==> config.mk <==
export PLATFORM = sky130hd
export DESIGN_NAME = dbg_cmd_bridge_flat
export DESIGN_NICKNAME = d
export VERILOG_FILES = /design/src/rtl/dbg_cmd_bridge_pkg.sv /design/src/rtl/dbg_cmd_bridge_if.sv /design/src/rtl/dbg_cmd_bridge_timer.sv /design/src/rtl/dbg_cmd_bridge.sv /design/src/flat_wrapper.sv
export SDC_FILE = /design/constraint.sdc
export NUM_CORES = 1
export LEC_CHECK = 0
export BUFFER_PORTS_ARGS = -buffer_cell sky130_fd_sc_hd__buf_2
export CAP_MARGIN = 20
export CORE_MARGIN = 4
export CORE_UTILIZATION = 42
export CTS_CLUSTER_SIZE = 30
export DETAILED_ROUTE_END_ITERATION = 10
export GPL_TIMING_DRIVEN = 1
export PLACE_DENSITY_LB_ADDON = 0.1
export REMOVE_ABC_BUFFERS = 1
export SYNTH_ARGS = -nofsm -noshare
export SYNTH_HDL_FRONTEND = slang
export SYNTH_SLANG_ARGS = --single-unit
==> constraint.sdc <==
create_clock -name clk -period 2.9 [get_ports clk]
set_input_delay 0.87 -clock clk [delete_from_list [all_inputs] [get_ports clk]]
set_output_delay 0.87 -clock clk [all_outputs]
set_load 0.01 [all_outputs]
==> src/rtl/dbg_cmd_bridge_pkg.sv <==
// Shared opcodes, response bytes and FSM encoding for the debug command bridge.
package dbg_cmd_pkg;

    localparam logic [7:0] OP_WRITE = 8'h57;
    localparam logic [7:0] OP_READ  = 8'h52;
    localparam logic [7:0] OP_MREAD = 8'h4D;

    localparam logic [7:0] RSP_ACK  = 8'h06;
    localparam logic [7:0] RSP_NAK  = 8'h15;

    typedef enum logic [3:0] {
        IDLE,
        GET_ADDR,
        GET_DHI,
        GET_DLO,
        GET_CNT,
        BUS,
        SEND_HI,
        SEND_LO,
        SEND_STAT
    } state_t;

    function automatic logic is_get(state_t s);
        return s inside {GET_ADDR, GET_DHI, GET_DLO, GET_CNT};
    endfunction

endpackage

==> src/rtl/dbg_cmd_bridge_if.sv <==
// UART byte streams and debug register bus seen by the command bridge.
interface dbg_cmd_bridge_if;

    logic [7:0]  rx_data;
    logic        rx_valid;
    logic [7:0]  tx_data;
    logic        tx_valid;
    logic        tx_ready;
    logic [7:0]  dbg_a;
    logic [15:0] dbg_di;
    logic        dbg_we;
    logic        dbg_rd;
    logic [15:0] dbg_do;
    logic        dbg_ready;

    modport master (
        input  rx_data, rx_valid, tx_ready, dbg_do, dbg_ready,
        output tx_data, tx_valid, dbg_a, dbg_di, dbg_we, dbg_rd
    );

    modport slave (
        output rx_data, rx_valid, tx_ready, dbg_do, dbg_ready,
        input  tx_data, tx_valid, dbg_a, dbg_di, dbg_we, dbg_rd
    );

endinterface

==> src/rtl/dbg_cmd_bridge_timer.sv <==
// Saturating cycle counter; o_expired marks the LIMIT-th consecutive enabled cycle.
module dbg_cmd_timer #(
    parameter int LIMIT = 1024,
    parameter int WIDTH = $clog2(LIMIT + 1)
) (
    input  logic clk,
    input  logic rst_n,
    input  logic i_clr,
    input  logic i_en,
    output logic o_expired
);

    localparam logic [WIDTH-1:0] LAST = WIDTH'(LIMIT - 1);

    logic [WIDTH-1:0] r_cnt;

    always_ff @(posedge clk) begin
        if (!rst_n) begin
            r_cnt <= '0;
        end else if (i_clr) begin
            r_cnt <= '0;
        end else if (i_en && r_cnt != LAST) begin
            r_cnt <= r_cnt + 1'b1;
        end
    end

    assign o_expired = i_en && (r_cnt == LAST);

endmodule

==> src/rtl/dbg_cmd_bridge.sv <==
// UART-byte-stream to debug-register-bus bridge: W/R/M frames, ACK/NAK replies.
module dbg_cmd_bridge
    import dbg_cmd_pkg::*;
#(
    parameter int RX_TIMEOUT  = 50000,
    parameter int BUS_TIMEOUT = 1024
) (
    input  logic              clk,
    input  logic              rst_n,
    dbg_cmd_bridge_if.master  bus,
    output logic              busy,
    output logic              overrun
);

    state_t      r_state;
    logic [7:0]  r_op;
    logic [7:0]  r_cnt;
    logic [7:0]  r_a;
    logic [15:0] r_di;
    logic [7:0]  r_lo;
    logic [7:0]  r_tx;
    logic        r_txv;
    logic        r_we;
    logic        r_rd;
    logic        r_ovr;

    logic w_in_get;
    logic w_in_bus;
    logic w_rx_exp;
    logic w_bus_exp;

    assign w_in_get = is_get(r_state);
    assign w_in_bus = (r_state == BUS);

    // A received byte restarts the inter-byte window, so it always beats expiry.
    dbg_cmd_timer #(.LIMIT(RX_TIMEOUT), .WIDTH(16)) u_rx_tmr (
        .clk       (clk),
        .rst_n     (rst_n),
        .i_clr     (!w_in_get || bus.rx_valid),
        .i_en      (w_in_get && !bus.rx_valid),
        .o_expired (w_rx_exp)
    );

    dbg_cmd_timer #(.LIMIT(BUS_TIMEOUT)) u_bus_tmr (
        .clk       (clk),
        .rst_n     (rst_n),
        .i_clr     (!w_in_bus),
        .i_en      (w_in_bus),
        .o_expired (w_bus_exp)
    );

    always_ff @(posedge clk) begin
        if (!rst_n) begin
            r_state <= IDLE;
            r_op    <= '0;
            r_cnt   <= '0;
            r_a     <= '0;
            r_di    <= '0;
            r_lo    <= '0;
            r_tx    <= '0;
            r_txv   <= 1'b0;
            r_we    <= 1'b0;
            r_rd    <= 1'b0;
            r_ovr   <= 1'b0;
        end else begin
            if (bus.rx_valid && !w_in_get && r_state != IDLE) begin
                r_ovr <= 1'b1;
            end
            unique case (r_state)
                IDLE: begin
                    if (bus.rx_valid) begin
                        r_op  <= bus.rx_data;
                        r_cnt <= '0;
                        if (bus.rx_data inside {OP_WRITE, OP_READ, OP_MREAD}) begin
                            r_state <= GET_ADDR;
                        end else begin
                            r_tx    <= RSP_NAK;
                            r_txv   <= 1'b1;
                            r_state <= SEND_STAT;
                        end
                    end
                end
                GET_ADDR: begin
                    if (bus.rx_valid) begin
                        r_a <= bus.rx_data;
                        unique case (1'b1)
                            (r_op == OP_WRITE): r_state <= GET_DHI;
                            (r_op == OP_MREAD): r_state <= GET_CNT;
                            default: begin
                                r_rd    <= 1'b1;
                                r_state <= BUS;
                            end
                        endcase
                    end else if (w_rx_exp) begin
                        r_state <= IDLE;
                    end
                end
                GET_DHI: begin
                    if (bus.rx_valid) begin
                        r_di[15:8] <= bus.rx_data;
                        r_state    <= GET_DLO;
                    end else if (w_rx_exp) begin
                        r_state <= IDLE;
                    end
                end
                GET_DLO: begin
                    if (bus.rx_valid) begin
                        r_di[7:0] <= bus.rx_data;
                        r_we      <= 1'b1;
                        r_state   <= BUS;
                    end else if (w_rx_exp) begin
                        r_state <= IDLE;
                    end
                end
                GET_CNT: begin
                    if (bus.rx_valid) begin
                        r_cnt   <= bus.rx_data;
                        r_rd    <= 1'b1;
                        r_state <= BUS;
                    end else if (w_rx_exp) begin
                        r_state <= IDLE;
                    end
                end
                BUS: begin
                    // Ready in the expiry cycle still completes the access.
                    if (bus.dbg_ready) begin
                        r_we  <= 1'b0;
                        r_rd  <= 1'b0;
                        r_txv <= 1'b1;
                        if (r_we) begin
                            r_tx    <= RSP_ACK;
                            r_state <= SEND_STAT;
                        end else begin
                            r_tx    <= bus.dbg_do[15:8];
                            r_lo    <= bus.dbg_do[7:0];
                            r_state <= SEND_HI;
                        end
                    end else if (w_bus_exp) begin
                        r_we    <= 1'b0;
                        r_rd    <= 1'b0;
                        r_cnt   <= '0;
                        r_tx    <= RSP_NAK;
                        r_txv   <= 1'b1;
                        r_state <= SEND_STAT;
                    end
                end
                SEND_HI: begin
                    if (bus.tx_ready) begin
                        r_tx    <= r_lo;
                        r_state <= SEND_LO;
                    end
                end
                SEND_LO: begin
                    if (bus.tx_ready) begin
                        r_txv <= 1'b0;
                        if (r_cnt != 8'd0) begin
                            r_cnt   <= r_cnt - 8'd1;
                            r_rd    <= 1'b1;
                            r_state <= BUS;
                        end else begin
                            r_state <= IDLE;
                        end
                    end
                end
                SEND_STAT: begin
                    if (bus.tx_ready) begin
                        r_txv   <= 1'b0;
                        r_state <= IDLE;
                    end
                end
                default: r_state <= IDLE;
            endcase
        end
    end

    assign bus.tx_data = r_tx;
    assign bus.tx_valid = r_txv;
    assign bus.dbg_a   = r_a;
    assign bus.dbg_di  = r_di;
    assign bus.dbg_we  = r_we;
    assign bus.dbg_rd  = r_rd;
    assign busy        = (r_state != IDLE);
    assign overrun     = r_ovr;

endmodule
==> src/flat_wrapper.sv <==
// flat-port wrapper written by rule: the top's interface ports become plain ports
module dbg_cmd_bridge_flat import dbg_cmd_pkg::*;
#(
    parameter int RX_TIMEOUT  = 50000,
    parameter int BUS_TIMEOUT = 1024
)
  (clk, rst_n, busy, overrun, bus_rx_data, bus_rx_valid, bus_tx_ready, bus_dbg_do, bus_dbg_ready, bus_tx_data, bus_tx_valid, bus_dbg_a, bus_dbg_di, bus_dbg_we, bus_dbg_rd);
  dbg_cmd_bridge_if bus_i ();
  input  logic clk;
  input  logic rst_n;
  output logic busy;
  output logic overrun;
  input wire logic [$bits(bus_i.rx_data)-1:0] bus_rx_data;
  input wire logic [$bits(bus_i.rx_valid)-1:0] bus_rx_valid;
  input wire logic [$bits(bus_i.tx_ready)-1:0] bus_tx_ready;
  input wire logic [$bits(bus_i.dbg_do)-1:0] bus_dbg_do;
  input wire logic [$bits(bus_i.dbg_ready)-1:0] bus_dbg_ready;
  output wire logic [$bits(bus_i.tx_data)-1:0] bus_tx_data;
  output wire logic [$bits(bus_i.tx_valid)-1:0] bus_tx_valid;
  output wire logic [$bits(bus_i.dbg_a)-1:0] bus_dbg_a;
  output wire logic [$bits(bus_i.dbg_di)-1:0] bus_dbg_di;
  output wire logic [$bits(bus_i.dbg_we)-1:0] bus_dbg_we;
  output wire logic [$bits(bus_i.dbg_rd)-1:0] bus_dbg_rd;
  assign bus_i.rx_data = bus_rx_data;
  assign bus_i.rx_valid = bus_rx_valid;
  assign bus_i.tx_ready = bus_tx_ready;
  assign bus_i.dbg_do = bus_dbg_do;
  assign bus_i.dbg_ready = bus_dbg_ready;
  assign bus_tx_data = bus_i.tx_data;
  assign bus_tx_valid = bus_i.tx_valid;
  assign bus_dbg_a = bus_i.dbg_a;
  assign bus_dbg_di = bus_i.dbg_di;
  assign bus_dbg_we = bus_i.dbg_we;
  assign bus_dbg_rd = bus_i.dbg_rd;
  dbg_cmd_bridge #(.RX_TIMEOUT(RX_TIMEOUT), .BUS_TIMEOUT(BUS_TIMEOUT)) u_core (.clk(clk), .rst_n(rst_n), .bus(bus_i), .busy(busy), .overrun(overrun));
endmodule
=== Yosys cells after proc, flatten, opt, wreduce, memory -nomap -nowiden ===
Cells that the tools add are included.

* $add $sub $neg: 3
* Equality and inequality tests: 31
* Mux-type cells: 44
* Bitwise operators: 2
* Reduce and logical (&&, ||, !) cells: 36

{| class="wikitable"
|+ Operators by type and width
! operator !! count
|-
| $mux 8 || 12
|-
| $mux 4 || 12
|-
| $eq 8x7->1 const B || 5
|-
| $pmux 4 s8 || 1
|-
| $pmux 8 s4 || 1
|-
| $pmux 8 s3 || 1
|-
| $ne 2x2->1 const B || 10
|-
| $add 16x1->16 const B || 1
|-
| $eq 16x16->1 const B || 1
|-
| $eq 4x3->1 const B || 4
|-
| $ne 16x16->1 const B || 1
|-
| $reduce_bool 4->1 || 4
|-
| $reduce_and 5->1 || 3
|-
| $reduce_and 7->1 || 2
|-
| $mux 1 || 12
|-
| $add 11x1->11 const B || 1
|-
| $eq 11x10->1 const B || 1
|-
| $ne 11x10->1 const B || 1
|-
| $reduce_and 2->1 || 5
|-
| $reduce_bool 3->1 || 3
|-
| $eq 4x2->1 const B || 2
|-
| $reduce_bool 8->1 || 1
|-
| $reduce_or 2->1 || 4
|-
| $sub 8x1->8 const B || 1
|-
| 16 further kinds || 27
|}

* Register bits: 91
* Input port bits: 29
* Output and inout port bits: 37
* Word-level logic and storage cells: 130

=== Logic depth before layout (Yosys ltp) ===
* Depth in word-level cells: 7
* Depth in mapped cells: 8
* Depth with buffers taken out: 7

=== By module ===
Synthesis repeated with hierarchy kept, for this count alone.

* Cells, all modules: 547
* Area total of the unflattened synthesis: 4,697.0 um^2

{| class="wikitable"
|+ Modules (own cells, without submodules)
! module !! times used !! cells an instance !! area each (um^2) !! sequential area each (um^2)
|-
| dbg_cmd_bridge || 1 || 380 || 3,298.2 || 1,281.2
|-
| dbg_cmd_timer at u_core.u_rx_tmr || 1 || 102 || 859.6 || 320.3
|-
| dbg_cmd_timer at u_core.u_bus_tmr || 1 || 65 || 539.3 || 220.2
|}

=== Worst setup path after synthesis ===
Ideal clock, no wire load.

* Path type: input to register
* Start: input bus_rx_data[2]
* End: register u_core.r_tx[1], in the netlist u_core.bus.tx_data[1]
* Setup time: 0.119 ns
* Data arrival time: 2.208 ns
* Data required time: 2.781 ns
* Setup slack: 0.573 ns
* Stages on the path: 7
* Buffers on the path: 2
* Cells stage by stage: clkbuf_1 > xnor2_1 > nand4b_1 > a211o_1 > and3_1 > buf_6 > o221a_1

* Word-level cells in the longest chain between the ends: 4
* Elaborated cells between the ends (all ways): 6
* Those cells by class: eq/ne (4); reduce/logical (2)

{| class="wikitable"
|+ Ends and longest elaborated chain
! item !! line !! RTL
|-
| start: declaration || flat_wrapper.sv:13 || <nowiki>input wire logic [$bits(bus_i.rx_data)-1:0] bus_rx_data;</nowiki>
|-
| $eq 8x7->1 || dbg_cmd_bridge.sv:74 || <nowiki>if (bus.rx_data inside {OP_WRITE, OP_READ, OP_MREAD}) begin</nowiki>
|-
| $reduce_bool 3->1 * || dbg_cmd_bridge.sv:74 ||
|-
| $ne 2x2->1 (no line) * || -- ||
|-
| $reduce_and 5->1 (no line) * || -- ||
|-
| end signal: assignment || dbg_cmd_bridge.sv:134 || <nowiki>r_tx <= bus.dbg_do[15:8];</nowiki>
|-
| end signal: assignment || dbg_cmd_bridge.sv:149 || <nowiki>r_tx <= r_lo;</nowiki>
|-
| end: declaration || dbg_cmd_bridge.sv:21 || <nowiki>logic [7:0] r_tx;</nowiki>
|}

Mark *: on every way between the ends. The rest lies on a longest branch, timed or not.
A chain may end at the register's enable or synchronous reset.

=== Final worst setup path ===
* Start: register u_core.r_state[0]
* End: output busy

* Word-level cells in the longest chain between the ends: 1

{| class="wikitable"
|+ Ends and longest elaborated chain
! item !! line !! RTL
|-
| start: declaration || dbg_cmd_bridge.sv:15 || <nowiki>state_t r_state;</nowiki>
|-
| start signal: assignment || dbg_cmd_bridge.sv:54 || <nowiki>r_state <= IDLE;</nowiki>
|-
| start signal: assignment || dbg_cmd_bridge.sv:75 || <nowiki>r_state <= GET_ADDR;</nowiki>
|-
| start signal: assignment || dbg_cmd_bridge.sv:79 || <nowiki>r_state <= SEND_STAT;</nowiki>
|-
| $reduce_bool 4->1 || dbg_cmd_bridge.sv:182 || <nowiki>assign busy = (r_state != IDLE);</nowiki>
|-
| end: declaration || flat_wrapper.sv:11 || <nowiki>output logic busy;</nowiki>
|}

No other way between the ends.

==> impl_metrics.ini <==
[power]
switchingPower_mw = 1.07
p_leak_nw = 1.95
ir_drop_uv = 282
p_total_mw = 3.31
p_per_area_nw_per_um2 = 650
p_clk_frac = 0.292
p_comb_frac = 0.250
switching_share = 0.323
intPower_mw = 2.24
power_frac_seq = 0.458

[clock_tree]
clockRootBuffer = clkbuf_8
ctsResizeCount = 0
holdBufCountCts = 0
post-cts-setup-buffers = 0
h-tree-depth = 3
path_clk_slew_ns = 0.09
cts_tree = done
cts_buffer_depth = 2
cts_sinks = 91
worstSkewPairLatency_ns = 0.37
numCtsBuffers = 9

[timing]
hold_viol = 0
slew-limit-headroom = 0.459
worst_pin_slew_ns = 0.810
rsz0062_at_grt = no
period_share = 0.906
setup_viol = 0
finalSetupTns_ns = 0
period_needed_ns = 2.63
drv_slew = 0
fmax_ghz = 0.381
fin_skew_ns = 0.0113

[yosys]
syn_area_um2 = 4430
synth-seq-area-share = 0.411
synth_cell_types = 67
yosys_warnings = 0
netlist_top_cells_area = dfxtp_1 (41%), mux2i_1 (8.1%), nor2_1 (6.0%)
syn_area_per_cell_um2 = 8.73
ys_dominant_reg_cell = dfxtp_1
yosysTopAreaCellShare = 0.411
synth_area_leader_cell = dfxtp_1
synth-edff-count = 0
synth-seq-cells = 91
synth_cells = 507
synthArstFlopShare = 0

[worst_setup_path]
r2r_cells = 5
cp-start-kind = flip-flop
arrival_ns = 1.76
crit_start = u_core.r_state[0]$_SDFFE_PN0P_
reg2reg_to = u_core.r_cnt[1]$_SDFFE_PN0P_
worst-path-max-fanout = 22
path_class = flip-flop to output pin
r2r_setup_slack_ns = 0.56
worstSetupEndpointType = output pin
cp.required_ns = 2.03
r2r_start = u_core.r_state[0]$_SDFFE_PN0P_

[worst_hold_path]
hold_start = u_core.r_lo[5]$_SDFFE_PN0P_
holdPathStages = 2
min_path_type = flip-flop to flip-flop
holdPathEnd = u_core.r_lo[5]$_SDFFE_PN0P_

[grt]
antenna_found_initial = 0
grt_max_degree = 39
grt_pass1_vias = 3789
grt_util_all_layers = 0.185
overflow = 0
grt_first_pass_wirelength_mm = 18.9

[final_layout]
layout.cells.non_filler = 705
fin_area_um2 = 5090
area_growth_pct = 15.0
layout-drive-gt1-share = 0.193
final_nets = 596
diodes = 0

[detailed_routing]
routed_via_density = 5.53
top_layer = met4
drt_wl_total_mm = 10.9
dr.pass1.iters = 5
wirelength_met1_mm = 5.15
drt_iter0_markers = 257
vias = 3900
drc = 0
wl_met3_um = 552
avgRoutedWirePerCell_um = 15.5
wl_met2_mm = 5.00
ant_nets = 0

[run_status]
outcome = finished clean

[place]
post-place-cells = 689
hpwlAfterDp_mm = 7.82
post_dp_cell_area_um2 = 4860
gp_congestion = 0.847
portBuffers = 65

[floorplan]
start_util = 0.431
rows = 37
die_w_um = 111
core_area_um2 = 10300
die-area_um2 = 12300
io-pin-count = 66
die_h_um = 111

[flow_run]
drv_cap = 0
[cell type report]
class / instances / area (um2)
Tap cell: 136 / 170
Clock buffer: 10 / 138
Multi-Input combinational cell: 374 / 2420
Timing Repair Buffer: 76 / 408
Clock inverter: 6 / 88.8
Sequential cell: 91 / 1820
Inverter: 12 / 45.0
Fill cell: 1062 / 5190
[power groups by stage]
stage	combinational (mW)	sequential, mW	clock (mW)
after floorplan	0.539	1.54	0
after global placement	0.815	1.54	0
after detailed placement	0.825	1.54	0
after CTS	0.828	1.51	1.00
after global routing	0.928	1.53	1.05
final	0.827	1.51	0.967
[through the flow]
| stage | util | worst slack (ns) | hold WS, ns |
|---|---|---|---|
| 4_1_cts | 0.495 | 0.272 | 0.461 |
| 6_report | 0.495 | 0.274 | 0.458 |
| 5_1_grt | 0.495 | 0.197 | 0.478 |
| 3_3_place_gp | 0.473 | 0.356 | 0.445 |
| 2_1_floorplan | - | 0.251 | 0.436 |
| 3_5_place_dp | 0.473 | 0.317 | 0.447 |
[sequential cells by signal, indices dropped and copies added, names as in the netlist]
signal and cells:
u_core.r_cnt 8, u_core.bus.tx_valid 1, u_core.bus.dbg_di 16, u_core.bus.dbg_a 8
u_core.r_op 8, u_core.bus.dbg_we 1, u_core.r_lo 8, u_core.bus.dbg_rd 1
u_core.overrun 1, u_core.u_rx_tmr.r_cnt 16, u_core.bus.tx_data 8, u_core.r_state 4
u_core.u_bus_tmr.r_cnt 11
[worst max-delay path by stage]
| stage | to | slack (ns) | depth (start not counted) |
|---|---|---|---|
| 4_1_cts | busy | 0.27 | 3 |
| 5_1_grt | busy | 0.20 | 3 |
| 6_report | busy | 0.27 | 3 |
| 2_1_floorplan | u_core.bus.dbg_di[0]$_SDFFE_PN0P_ | 0.25 | 4 |
| 3_3_place_gp | u_core.bus.tx_data[1]$_SDFFE_PN0P_ | 0.36 | 5 |
| 3_5_place_dp | u_core.bus.tx_data[4]$_SDFFE_PN0P_ | 0.32 | 6 |
[cells by family after synthesis]
family                   share of synthesized area
buffers and inverters                       0.0435
AND/OR/NAND/NOR                              0.244
adder cells (fa/ha/maj)                    0.00848
flip-flops                                   0.411
XOR/XNOR                                    0.0415
multiplexers                                0.0865
AO/OA/AOI/OAI                                0.165
[critical path: stages (launching register included)]
cell	delay [ns]
dfxtp_1	0.86
nor2_2	0.17
nand2_1	0.20
buf_2	0.16
[per-layer routing]
metal  track usage  vias to the layer above
met5             0                        -
met2         0.293                      105
li1              -                     1950
met4        0.0747                        0
met1         0.249                     1830
met3        0.0344                       15
[cells in the final DEF, fill, tap and decap left out, types with 3 or more instances in the layout]
cell / synthesis / routed
xor2_1: 3 / 3
or3_1: 6 / 6
nor2_1: 71 / 71
a211oi_1: 3 / 3
mux2i_1: 36 / 36
nor4bb_1: 3 / 3
o21ai_0: 15 / 15
a211oi_2: 5 / 5
a21oi_1: 26 / 26
buf_4: 2 / 11
a31oi_1: 5 / 5
and4_1: 4 / 4
clkbuf_8: 0 / 10
and3_1: 4 / 4
dfxtp_1: 91 / 91
nand4b_1: 3 / 3
o211ai_1: 4 / 4
o2111ai_1: 5 / 5
and4b_1: 3 / 3
nand4_1: 7 / 7
nand3_1: 18 / 18
a32o_1: 3 / 3
xnor2_1: 18 / 18
inv_1: 11 / 11
ha_1: 3 / 3
nor3_1: 10 / 10
nor4_1: 10 / 9
buf_2: 10 / 65
nand2b_1: 4 / 4
o31ai_1: 3 / 3
nand2_1: 49 / 49
nor3b_1: 4 / 4
a22oi_1: 5 / 5
[synth_stat cells, drive strengths merged (8+ instances only)]
| cell | number |
|---|---|
| a21oi | 26 |
| inv | 12 |
| nor2 | 73 |
| dfxtp | 91 |
| o21ai | 16 |
| nand4 | 8 |
| buf | 14 |
| nand3 | 18 |
| clkbuf | 16 |
| xnor2 | 18 |
| mux2i | 36 |
| nor3 | 11 |
| nor4 | 10 |
| nand2 | 49 |
| a211oi | 8 |
Power figures use the tool's default switching activity.
